--- config.mk ---
export PLATFORM = sky130hd
export DESIGN_NAME = biometric_access_ctrl
export DESIGN_NICKNAME = d
export VERILOG_FILES = /design/src/rtl/biometric_access_ctrl.sv
export SDC_FILE = /design/constraint.sdc
export NUM_CORES = 1
export LEC_CHECK = 0
export CORE_UTILIZATION = 25
export CTS_CLUSTER_DIAMETER = 50
export CTS_CLUSTER_SIZE = 14
export DETAILED_ROUTE_END_ITERATION = 10
export GPL_ROUTABILITY_DRIVEN = 0
export MAX_ROUTING_LAYER = met4
export SYNTH_ARGS = -nofsm -noshare
export SYNTH_HDL_FRONTEND = slang
export SYNTH_SLANG_ARGS = --single-unit
--- constraint.sdc ---
create_clock -name clk -period 1.67 [get_ports clk]
set_input_delay 0.167 -clock clk [delete_from_list [all_inputs] [get_ports clk]]
set_output_delay 0.167 -clock clk [all_outputs]
set_load 0.05 [all_outputs]
--- src/rtl/biometric_access_ctrl.sv ---
// rtl/biometric_access_ctrl.sv - biometric code matcher with enrollment table, timed grant and failure lockout
module biometric_access_ctrl #(
    parameter int                CODE_W         = 8,
    parameter int                NUM_CODES      = 4,
    parameter logic [CODE_W-1:0] FACE_CODE      = 8'hAA,
    parameter logic [CODE_W-1:0] VOICE_CODE     = 8'h55,
    parameter int                MAX_FAILS      = 3,
    parameter int                GRANT_CYCLES   = 50,
    parameter int                LOCKOUT_CYCLES = 1000,
    localparam int               IDX_W          = $clog2(NUM_CODES),
    localparam int               FAIL_W         = $clog2(MAX_FAILS + 1)
) (
    input  logic              clk,
    input  logic              rst,
    input  logic              bio_valid,
    input  logic [CODE_W-1:0] bio_data,
    output logic              bio_ready,
    input  logic              enroll_we,
    input  logic              enroll_del,
    input  logic [IDX_W-1:0]  enroll_idx,
    input  logic [CODE_W-1:0] enroll_code,
    output logic              access_granted,
    output logic              locked_out,
    output logic [IDX_W-1:0]  match_idx,
    output logic [FAIL_W-1:0] fail_count
);

    localparam int             CNT_MAX     = (GRANT_CYCLES > LOCKOUT_CYCLES) ? GRANT_CYCLES : LOCKOUT_CYCLES;
    localparam int             CNT_W       = $clog2(CNT_MAX + 1);
    localparam logic [IDX_W:0] NUM_CODES_W = (IDX_W + 1)'(NUM_CODES);

    typedef enum logic [1:0] {
        IDLE    = 2'd0,
        GRANT   = 2'd1,
        LOCKOUT = 2'd2
    } state_t;

    state_t              state_q, state_d;
    logic [CNT_W-1:0]    cnt_q, cnt_d;
    logic [FAIL_W-1:0]   fail_q, fail_d;
    logic [IDX_W-1:0]    match_q, match_d;

    logic [CODE_W-1:0]   slot_code [NUM_CODES];
    logic [NUM_CODES-1:0] slot_valid;

    logic                hit;
    logic [IDX_W-1:0]    hit_idx;
    logic                accept;
    logic                enroll_ok;

    assign bio_ready      = (state_q == IDLE);
    assign access_granted = (state_q == GRANT);
    assign locked_out     = (state_q == LOCKOUT);
    assign match_idx      = match_q;
    assign fail_count     = fail_q;

    assign accept    = bio_valid && bio_ready;
    assign enroll_ok = (state_q != LOCKOUT) && ({1'b0, enroll_idx} < NUM_CODES_W);

    // Priority match: scan high to low so the lowest matching valid slot wins
    always_comb begin
        hit     = 1'b0;
        hit_idx = '0;
        for (int i = NUM_CODES - 1; i >= 0; i--) begin
            if (slot_valid[i] && (slot_code[i] == bio_data)) begin
                hit     = 1'b1;
                hit_idx = IDX_W'(i);
            end
        end
    end

    // Enrollment table; a delete beats a simultaneous write
    always_ff @(posedge clk or negedge rst) begin
        if (!rst) begin
            for (int i = 0; i < NUM_CODES; i++) begin
                slot_code[i] <= (i == 0) ? FACE_CODE : (i == 1) ? VOICE_CODE : '0;
            end
            slot_valid <= NUM_CODES'(2'b11);
        end else if (enroll_ok) begin
            if (enroll_del) begin
                slot_valid[enroll_idx] <= 1'b0;
            end else if (enroll_we) begin
                slot_code[enroll_idx]  <= enroll_code;
                slot_valid[enroll_idx] <= 1'b1;
            end
        end
    end

    // State, hold counter, failure count and last-grant index registers
    always_ff @(posedge clk or negedge rst) begin
        if (!rst) begin
            state_q <= IDLE;
            cnt_q   <= '0;
            fail_q  <= '0;
            match_q <= '0;
        end else begin
            state_q <= state_d;
            cnt_q   <= cnt_d;
            fail_q  <= fail_d;
            match_q <= match_d;
        end
    end

    // Next-state logic: the counter is loaded with hold-1 so the state lasts exactly hold cycles
    always_comb begin
        state_d = state_q;
        cnt_d   = (cnt_q != '0) ? cnt_q - CNT_W'(1) : cnt_q;
        fail_d  = fail_q;
        match_d = match_q;
        case (state_q)
            IDLE: begin
                if (accept) begin
                    if (hit) begin
                        state_d = GRANT;
                        cnt_d   = CNT_W'(GRANT_CYCLES - 1);
                        fail_d  = '0;
                        match_d = hit_idx;
                    end else if (fail_q == FAIL_W'(MAX_FAILS - 1)) begin
                        state_d = LOCKOUT;
                        cnt_d   = CNT_W'(LOCKOUT_CYCLES - 1);
                        fail_d  = FAIL_W'(MAX_FAILS);
                    end else begin
                        fail_d  = fail_q + FAIL_W'(1);
                    end
                end
            end
            GRANT: begin
                if (cnt_q == '0) begin
                    state_d = IDLE;
                end
            end
            LOCKOUT: begin
                if (cnt_q == '0) begin
                    state_d = IDLE;
                    fail_d  = '0;
                end
            end
            default: begin
                state_d = IDLE;
            end
        endcase
    end

endmodule

Yosys cells after proc, flatten, opt, wreduce, memory -nomap -nowiden:

Index checks and enable logic that the tools add are counted.

* add/sub/neg operators: 2
* order comparisons: 4
* eq/ne operators: 12
* multiplexer cells: 29
* bitwise gates (word level): 5
* reduce and logical (&&, ||, !) cells: 18

Operator list (count)
* 10-bit 2-to-1 mux: 5
* 32-bit bitwise mux: 1
* 8-bit equality test: 4
* 2-bit 2-to-1 mux: 11
* 8-bit demux with 2-bit select: 1
* 3-bit AND reduction: 4
* 10-bit logical NOT: 1
* 10-bit nonzero test: 1
* 10-bit by 1-bit subtractor with 10-bit output (second input constant): 1
* 4-bit 2-to-1 mux: 2
* 8-bit 2-to-1 mux: 1
* 2-bit case mux with 2 select lines: 2
* 1-bit logical AND: 7
* 2-bit by 1-bit != test with 1-bit output (second input constant): 3
* 1-bit 2-to-1 mux: 5
* 4-bit bitwise AND: 1
* 2-bit equality test (second input constant): 2
* 4-bit NOT: 1
* 4-bit bitwise OR: 1
* 2-bit nonzero test: 2
* 3-bit >= comparator (second input constant): 1
* 2-bit by 3-bit less-than comparator with 1-bit output (second input constant): 1
* 3-bit by 1-bit less-than comparator with 1-bit output (second input constant): 1
* 3-bit by 1-bit != test with 1-bit output (second input constant): 1
* 10 further kinds: 10

* bits in registers: 52
* bits of input ports: 23
* output and inout bits: 7
* word-level logic and storage cells: 79

Longest topological paths before layout:

Gate-level depths: netlist (run 1).

* word-level depth: 9
* gate-level depth with buffers: 8
* gate-level depth less buffers: 8

Worst setup path before layout (run 1):

Ideal clock, no wire load.

* kind: register to register
* from: register state_q[0]
* to: register slot_code[0] in the netlist's numbering
* setup time: 0.125 ns
* arrival: 1.929 ns
* data required time: 1.545 ns
* setup slack: -0.383 ns
* cell stages (with the launch flop): 7
* buffers on the path: 1
* clock period less this slack: 2.053 ns
* cell sequence: dfrtp_1 -> inv_1 -> ha_1 -> and3b_1 -> and2_1 -> clkbuf_1 -> mux2_2

* cells in the longest elaborated chain, start to end: 2

RTL lines
* start: declaration: RTL line 38 `state_t state_q, state_d;`
* start signal: assignment: RTL line 97 `state_q <= state_d;`
* 2-bit != test: RTL line 58 `assign enroll_ok = (state_q != LOCKOUT) && ({1'b0, enroll_idx} < NUM_CODES_W);`
* 3-bit AND reduction (no source line)
* end signal: indexed assignment: RTL line 76 `slot_code[i] <= (i == 0) ? FACE_CODE : (i == 1) ? VOICE_CODE : '0;`
* end signal: indexed assignment: RTL line 83 `slot_code[enroll_idx] <= enroll_code;`
* end: declaration: RTL line 43 `logic [CODE_W-1:0] slot_code [NUM_CODES];`

No other way between the ends.
A chain may end at the register's enable or synchronous reset.

Worst setup path in the final report (run 1):

* from: register cnt_q[0]
* to: register cnt_q[5]

* cells in the longest elaborated chain, start to end: 6
* elaborated cells on any way between the ends: 7
* those cells by class: 1 x add/sub; 5 x mux; 1 x reduce/logical

RTL lines
* start: declaration: RTL line 39 `logic [CNT_W-1:0] cnt_q, cnt_d;`
* start signal: assignment: RTL line 98 `cnt_q <= cnt_d;`
* 10-bit by 1-bit subtractor with 10-bit output or 10-bit nonzero test (tied branches): RTL line 107 `cnt_d = (cnt_q != '0) ? cnt_q - CNT_W'(1) : cnt_q;`
* 10-bit 2-to-1 mux (*): RTL line 107
* 10-bit 2-to-1 mux: RTL line 118 `end else if (fail_q == FAIL_W'(MAX_FAILS - 1)) begin`
* 10-bit 2-to-1 mux: RTL line 113 `if (hit) begin`
* 10-bit 2-to-1 mux: RTL line 112 `if (accept) begin`
* 10-bit 2-to-1 mux (*): RTL line 110 `case (state_q)`
* net cnt_d[5]: RTL line 39

Mark *: on every way through the listed nets, which the timed path passes. The rest lies on a longest branch.

==> results.toml, run 1 <==
[placed_design]
placed_cells = 435
hpwl_mm = 4.52
port_buffers = 29
dp_slack_ns = -0.639

[worst_hold_path]
hold_path_class = "in -> async"

[sta]
fmax_mhz = 525
hold_ws_ns = 0.380
rsz0062_at_grt = "yes"
finalCritPeriodShare_pct = 114
tightest_slew_ns = 0.291
slew_viol_final = 0
fin_skew_ns = 0.00770
fin_setup_tns_ns = -1.53
slew_headroom_pct = 80.4
hold_viol = 0
fin_crit_ns = 1.90
setup_violations = 14
fin_ws_ns = -0.234

[yosys]
synth_top_family_by_area = "simple AND/OR/NAND/NOR gates"
muxShareOfSynthArea_pct = 13.5
synth_cells = 229
syn_nets = 257
synth_enable_flop_cells = 0
synth.avg_cell_area_um2 = 11.6
async_flop_share_pct = 100
ys_ff_latch = 52
synth_cell_types = 40
synthTopCellsByArea = "dfrtp_1 40%, mux2_2 14%, dfstp_2 9.9%"
synth_compound_area_share_pct = 7.71
synth_xor_area_share_pct = 11.9
yosysTopAreaCell = "dfrtp_1"
syn-cell-area_um2 = 2660
yosys.area_share.simple_pct = 13.9
synth_adder_area_share_pct = 2.35
synth-seq-area-share_pct = 49.4
dominantRegCellSynth = "dfrtp_1"
synth_warnings = 0
synth_top_area_share_pct = 39.5

[grt]
grtUsageMet2_pct = 19.6
grt.busiest_layer = "met2"
use_met3_pct = 2.31
grt_pass1_wl_mm = 9.91
grt_max_degree = 53
grt_pass1_vias = 2077
antenna_found_initial = 0
grt_overflow = 0
use_met1_pct = 14.8
track_usage_pct = 11.7

[setup_path]
crit_arrival_ns = 2.09
slowest_stage = "or4_1"
r2r-start = "cnt_q[0]"
r2r_end = "cnt_q[5]"
slowest_delay_ns = 0.51
regToRegSetupSlack_ns = -0.23
critical_path_class = "reg -> reg"
path_max_fanout = 3
cp-end-kind = "flop"
worstPathRequired_ns = 1.85
ff2ff_path_depth = 8
crit_chain = "inv_2 > ha_4 > nor2b_4 > and2_4 > nand3b_4 > nand2_4 > o31a_2 > or4_1"
critPathLaunchType = "flop"

[finish]
fin_nets = 344
synthToLayoutAreaGrowth_pct = 43.1
final_common_cell = "buf_4"
utilization_pct = 36.9
drive_gt1_share_pct = 47.0
n_fill_cell = 1028
layout.cells.non_filler = 453
n_antenna_cell = 0
layout_common_cells = "52 x buf_4, 41 x dfrtp_1, 32 x mux2_2, 27 x xor2_1, 18 x clkdlybuf4s50_1"

[die]
core-area_um2 = 10300
die_h_um = 105
initial_core_util_pct = 25.8
dieArea_um2 = 11100
num_io_pins = 30
die_x_um = 105
rows = 37

[cts]
cts_buffers = 5
cts_sinks = 52
path_clk_slew_ns = 0.10
clock_latency_ns = 0.30
cts_tree = "built"
cts_buffer_depth = 2
cts_root_buf = "clkbuf_8"
htreeDepth = 2

[drt]
post_drt_via_cell_ratio = 4.43
drtIter0Drc = 50
wl_mm = 6.04
drt_pre_antenna_iters = 4
drc = 0
routedWlPerCell_um = 13.3
ant_nets = 0
vias = 2005

[power]
p_leak_nw = 1.64
pwr_density_cell_nw_per_um2 = 1600
irDropWorstVdd_uv = 662

[job]
drv_cap = 0

[run_status]
outcome = "finished with violations"
violations = "setup timing"
==> worst max-delay path, delay by kind of cell (launching register included) <==
| family | cells | cell delay, ns |
|---|---|---|
| AO/OA/AOI/OAI | 1 | 0.27 |
| adder cells (fa/ha/maj) | 1 | 0.16 |
| buffers and inverters | 1 | 0.06 |
| flip-flops | 1 | 0.39 |
| AND/OR/NAND/NOR | 5 | 0.92 |
==> flip-flops by register name, indices dropped and copies added, names as in the netlist, named ones only <==
register / flops
match_idx: 2
fail_count: 2
cnt_q: 10
state_q: 2
slot_code: 32
==> where the power goes <==
| part | switching (W) | internal, W | leakage (nW) |
|---|---|---|---|
| Combinational | 0.00135 | 0.00154 | 0.991 |
| Sequential | 0.000477 | 0.00198 | 0.601 |
| Clock | 0.000408 | 0.000338 | 0.0445 |
| Total | 0.00223 | 0.00385 | 1.64 |
==> layer usage <==
metal  up-vias  share of wire, %
li1        992                 -
met1       970                47
met2        39                49
met3         4               3.4
met4         0              0.53
met5         -                 0
==> cell usage after synthesis (4+ instances only) <==
library cell,number
nor3_1,8
nor2_1,8
nand3_1,4
nor4_1,5
nand2_1,14
a21oi_1,18
dfrtp_1,42
xnor2_1,6
nand4_1,5
inv_1,5
ha_1,5
dfstp_2,10
mux2_2,32
xor2_1,30
==> timing repair <==
| action | in CTS | in global routing |
|---|---|---|
| hold buffers | 1 | 0 |
| pin swaps | 13 | 17 |
| setup endpoints to repair | 15 | 38 |
| setup buffers | 11 | 4 |
| endpoints found under the hold margin | 42 | 0 |
| gates resized for setup | 18 | 13 |
==> area by class of cell <==
cell class | instances | area (um2) | share of cell area (%)
Timing Repair Buffer | 82 | 729 | 19.2
Clock inverter | 1 | 7.51 | 0.197
Sequential cell | 52 | 1320 | 34.5
Clock buffer | 7 | 86.3 | 2.27
Multi-Input combinational cell | 170 | 1480 | 38.9
Inverter | 5 | 18.8 | 0.493
Tap cell | 136 | 170 | 4.47
==> worst max path at each step <==
stage | from | end | slack, ns | depth (start not counted)
after floorplan | cnt_q[0] | cnt_q[5] | -0.12 | 8
after global placement | bio_data[1] | cnt_q[5] | -0.62 | 9
after detailed placement | bio_data[1] | cnt_q[5] | -0.64 | 9
after CTS | cnt_q[0] | cnt_q[5] | -0.23 | 8
after global routing | slot_code[8] | cnt_q[1] | -0.30 | 9
final | cnt_q[0] | cnt_q[5] | -0.23 | 8
==> cell families (layout without fill, tap and decap cells) <==
family                     Yosys count  after routing
muxes                               32             32
and+or+nand+nor                     64             64
AOI/OAI and AO/OA                   33             33
buffers and inverters                7             95
DFF                                 52             52
xor gates and xnor gates            36             36
adders and majority gates            5              5
==> metrics by stage <==
stage / area (um2) / total power (W)
6_report: 3810 / 0.00609
5_1_grt: 3810 / 0.00650
4_1_cts: 3760 / 0.00611
3_3_place_gp: 3520 / 0.00510
3_5_place_dp: 3520 / 0.00519
2_1_floorplan: 2710 / 0.00411
No activity file was read; power rests on OpenSTA's default activity.
==> run 2: changes to the inputs <==
--- a/config.mk
+++ b/config.mk
@@ -11,6 +11,7 @@
 export DETAILED_ROUTE_END_ITERATION = 10
 export GPL_ROUTABILITY_DRIVEN = 0
 export MAX_ROUTING_LAYER = met4
+export SKIP_LAST_GASP = 1
 export SYNTH_ARGS = -nofsm -noshare
 export SYNTH_HDL_FRONTEND = slang
 export SYNTH_SLANG_ARGS = --single-unit
==> constraint.sdc (replaced) <==
create_clock -name clk -period 2.2 [get_ports clk]
set_input_delay 0.22 -clock clk [delete_from_list [all_inputs] [get_ports clk]]
set_output_delay 0.22 -clock clk [all_outputs]
set_load 0.05 [all_outputs]
==> run 2 against run 1 <==
  * Largest power group is now sequential cells
  * Global-route usage is 0.41 points lower
  * Utilization is 4.3 points lower
  * Die area stayed put
  * The run now ends clean
  * Worst setup slack better by 0.38 ns
  * Sequential power is 25% lower
  * Clock skew is 0.0018 ns lower
  * Final area is 12% lower
  * Critical path type unchanged
  * Worst hold slack better by 0.092 ns
  * Critical endpoint unchanged
  * Total power is 33% lower
==> results.toml, run 2 (synthesis results as in run 1) <==
[finish]
drive_gt1_share_pct = 28.1
utilization_pct = 32.6
synthToLayoutAreaGrowth_pct = 26.3
largest_reg_flops = 32
final_common_cell = "dfrtp_1"
design_area_um2 = 3360
multi_input_area_um2 = 1320
ff_latch_area_um2 = 1310
layout_common_cells = "42 x dfrtp_1, 32 x mux2_2, 30 x xor2_1, 26 x clkdlybuf4s50_1, 20 x buf_4"
n_antenna_cell = 0
n_fill_cell = 1056
max_flop_register = "slot_code"
fin_nets = 312
reg_top3 = "slot_code: 32 flops, cnt_q: 10 flops"

[sta]
fin_setup_tns_ns = 0
finalCritPeriodShare_pct = 93.3
fmax_mhz = 487
tightest_slew_ns = 0.632
fin_crit_ns = 2.05
setup_violations = 0
slew_viol_final = 0
hold_viol = 0
rsz0062_at_grt = "no"
slew_headroom_pct = 57.8
fin_skew_ns = 0.00593
fin_ws_ns = 0.148

[placed_design]
dp_slack_ns = -0.146
placed_cell_area_um2 = 3260
port_buffers = 29
hpwl_mm = 4.23

[worst_hold_path]
hold_path_class = "in -> async"

[power]
p_int_w = 0.00257
total_power_w = 0.00407
pwr_density_cell_nw_per_um2 = 1210
power.net_switching_w = 0.00150
p_leak_nw = 1.41
irDropWorstVdd_uv = 804
pwr-share-comb_pct = 41.8
clkPwrFrac_pct = 13.1
swShare_pct = 36.9
pwr-share-seq_pct = 45.1

[drt]
drc = 0
drt_pre_antenna_iters = 4
routedWlPerCell_um = 13.2
drtIter0Drc = 59
post_drt_via_cell_ratio = 4.44
vias = 1870
ant_nets = 0
wl_mm = 5.55

[cts]
htreeDepth = 2
cts_sinks = 52
cts_tree = "built"
cts_buffer_depth = 2
cts_buffers = 5
path_clk_slew_ns = 0.09
cts_root_buf = "clkbuf_8"
clock_latency_ns = 0.30

[setup_path]
path_max_fanout = 11
critical_path_class = "reg -> reg"
crit_arrival_ns = 2.23
critPathLaunchType = "flop"
worstPathRequired_ns = 2.38
ff2ff_path_depth = 8
cp-end-kind = "flop"

[grt]
track_usage_pct = 11.3
grt_max_degree = 29
grt_pass1_vias = 1886
grt_overflow = 0
antenna_found_initial = 0
grt_pass1_wl_mm = 9.58

[die]
die_x_um = 105
num_io_pins = 30
initial_core_util_pct = 25.8
die_h_um = 105
core-area_um2 = 10300
dieArea_um2 = 11100
rows = 37

[job]
drv_cap = 0

[run_status]
outcome = "finished, final reports clean"
[run 2: cell count changes in the layout (fill, tap and decap cells not counted), sizes merged]
cell           delta
clkinv            +1
clkdlybuf4s50     +8
dlygate4sd2       -2
clkinvlp          -1
buf              -38
[run 2: routing by layer]
| layer | GRT usage, % | up-vias | wire length, um |
|---|---|---|---|
| li1 | - | 932 | - |
| met4 | 2.72 | 0 | 25 |
| met5 | - | - | 0 |
| met2 | 17.8 | 21 | 2740 |
| met3 | 2.06 | 2 | 118 |
| met1 | 15.0 | 915 | 2670 |
[run 2: repair_timing]
| item | CTS | global route |
|---|---|---|
| endpoints found under the setup margin | 0 | 2 |
| resized for setup | 0 | 2 |
| setup buffers | 0 | 0 |
| hold buffers | 1 | 0 |
| hold endpoints to repair | 20 | 0 |
[run 2: power groups by stage]
stage               clock (W)  sequential (W)  combinational [W]
finish               0.000535         0.00184            0.00170
detailed placement          0         0.00186            0.00172
CTS                  0.000563         0.00184            0.00173
global placement            0         0.00184            0.00169
floorplan                   0         0.00189            0.00114
global route         0.000609         0.00191            0.00188
[run 2: path summary, 6_finish.rpt]
check / slack [ns] / start / to
max in group asynchronous: 1.09 / rst / slot_code[20]
setup / recovery: 0.15 / slot_code[25] / cnt_q[5]
hold / removal: 0.47 / rst / cnt_q[2]
min in group clk: 0.51 / fail_count[0] / fail_count[0]
hold reg to reg: 0.51 / fail_count[0] / fail_count[0]
setup reg to reg: 0.15 / slot_code[25] / cnt_q[5]
[run 2: area by class of cell]
cell class                 count  area share, %
clock buffer                   7           2.27
clock inverter                 1          0.261
inverter                       5          0.558
multi-input combinational    170           39.1
sequential                    52           39.1
tap                          136           5.06
timing repair buffer          50           13.6
[run 2: metrics by stage]
stage	cells	hold slack, ns
after floorplan	229	-0.0756
after global placement	412	0.267
after detailed placement	412	0.266
after CTS	421	0.481
after global routing	421	0.508
final	421	0.471
[run 2: critical path, stage by stage, from the launching register on]
cell     delay [ns]
dfstp_2        0.54
xor2_1         0.17
nor4_1         0.09
buf_4          0.13
nand4_1        0.09
and2_1         0.17
a21oi_2        0.06
buf_4          0.17
or4_1          0.51
==> run 3: changes to the inputs <==
--- a/config.mk
+++ b/config.mk
@@ -7,7 +7,6 @@
 export LEC_CHECK = 0
 export CORE_UTILIZATION = 25
 export CTS_CLUSTER_DIAMETER = 50
-export CTS_CLUSTER_SIZE = 14
 export DETAILED_ROUTE_END_ITERATION = 10
 export GPL_ROUTABILITY_DRIVEN = 0
 export MAX_ROUTING_LAYER = met4
==> results of run 3 <==
Final layout, timing and power as in run 2 (identical DEF).
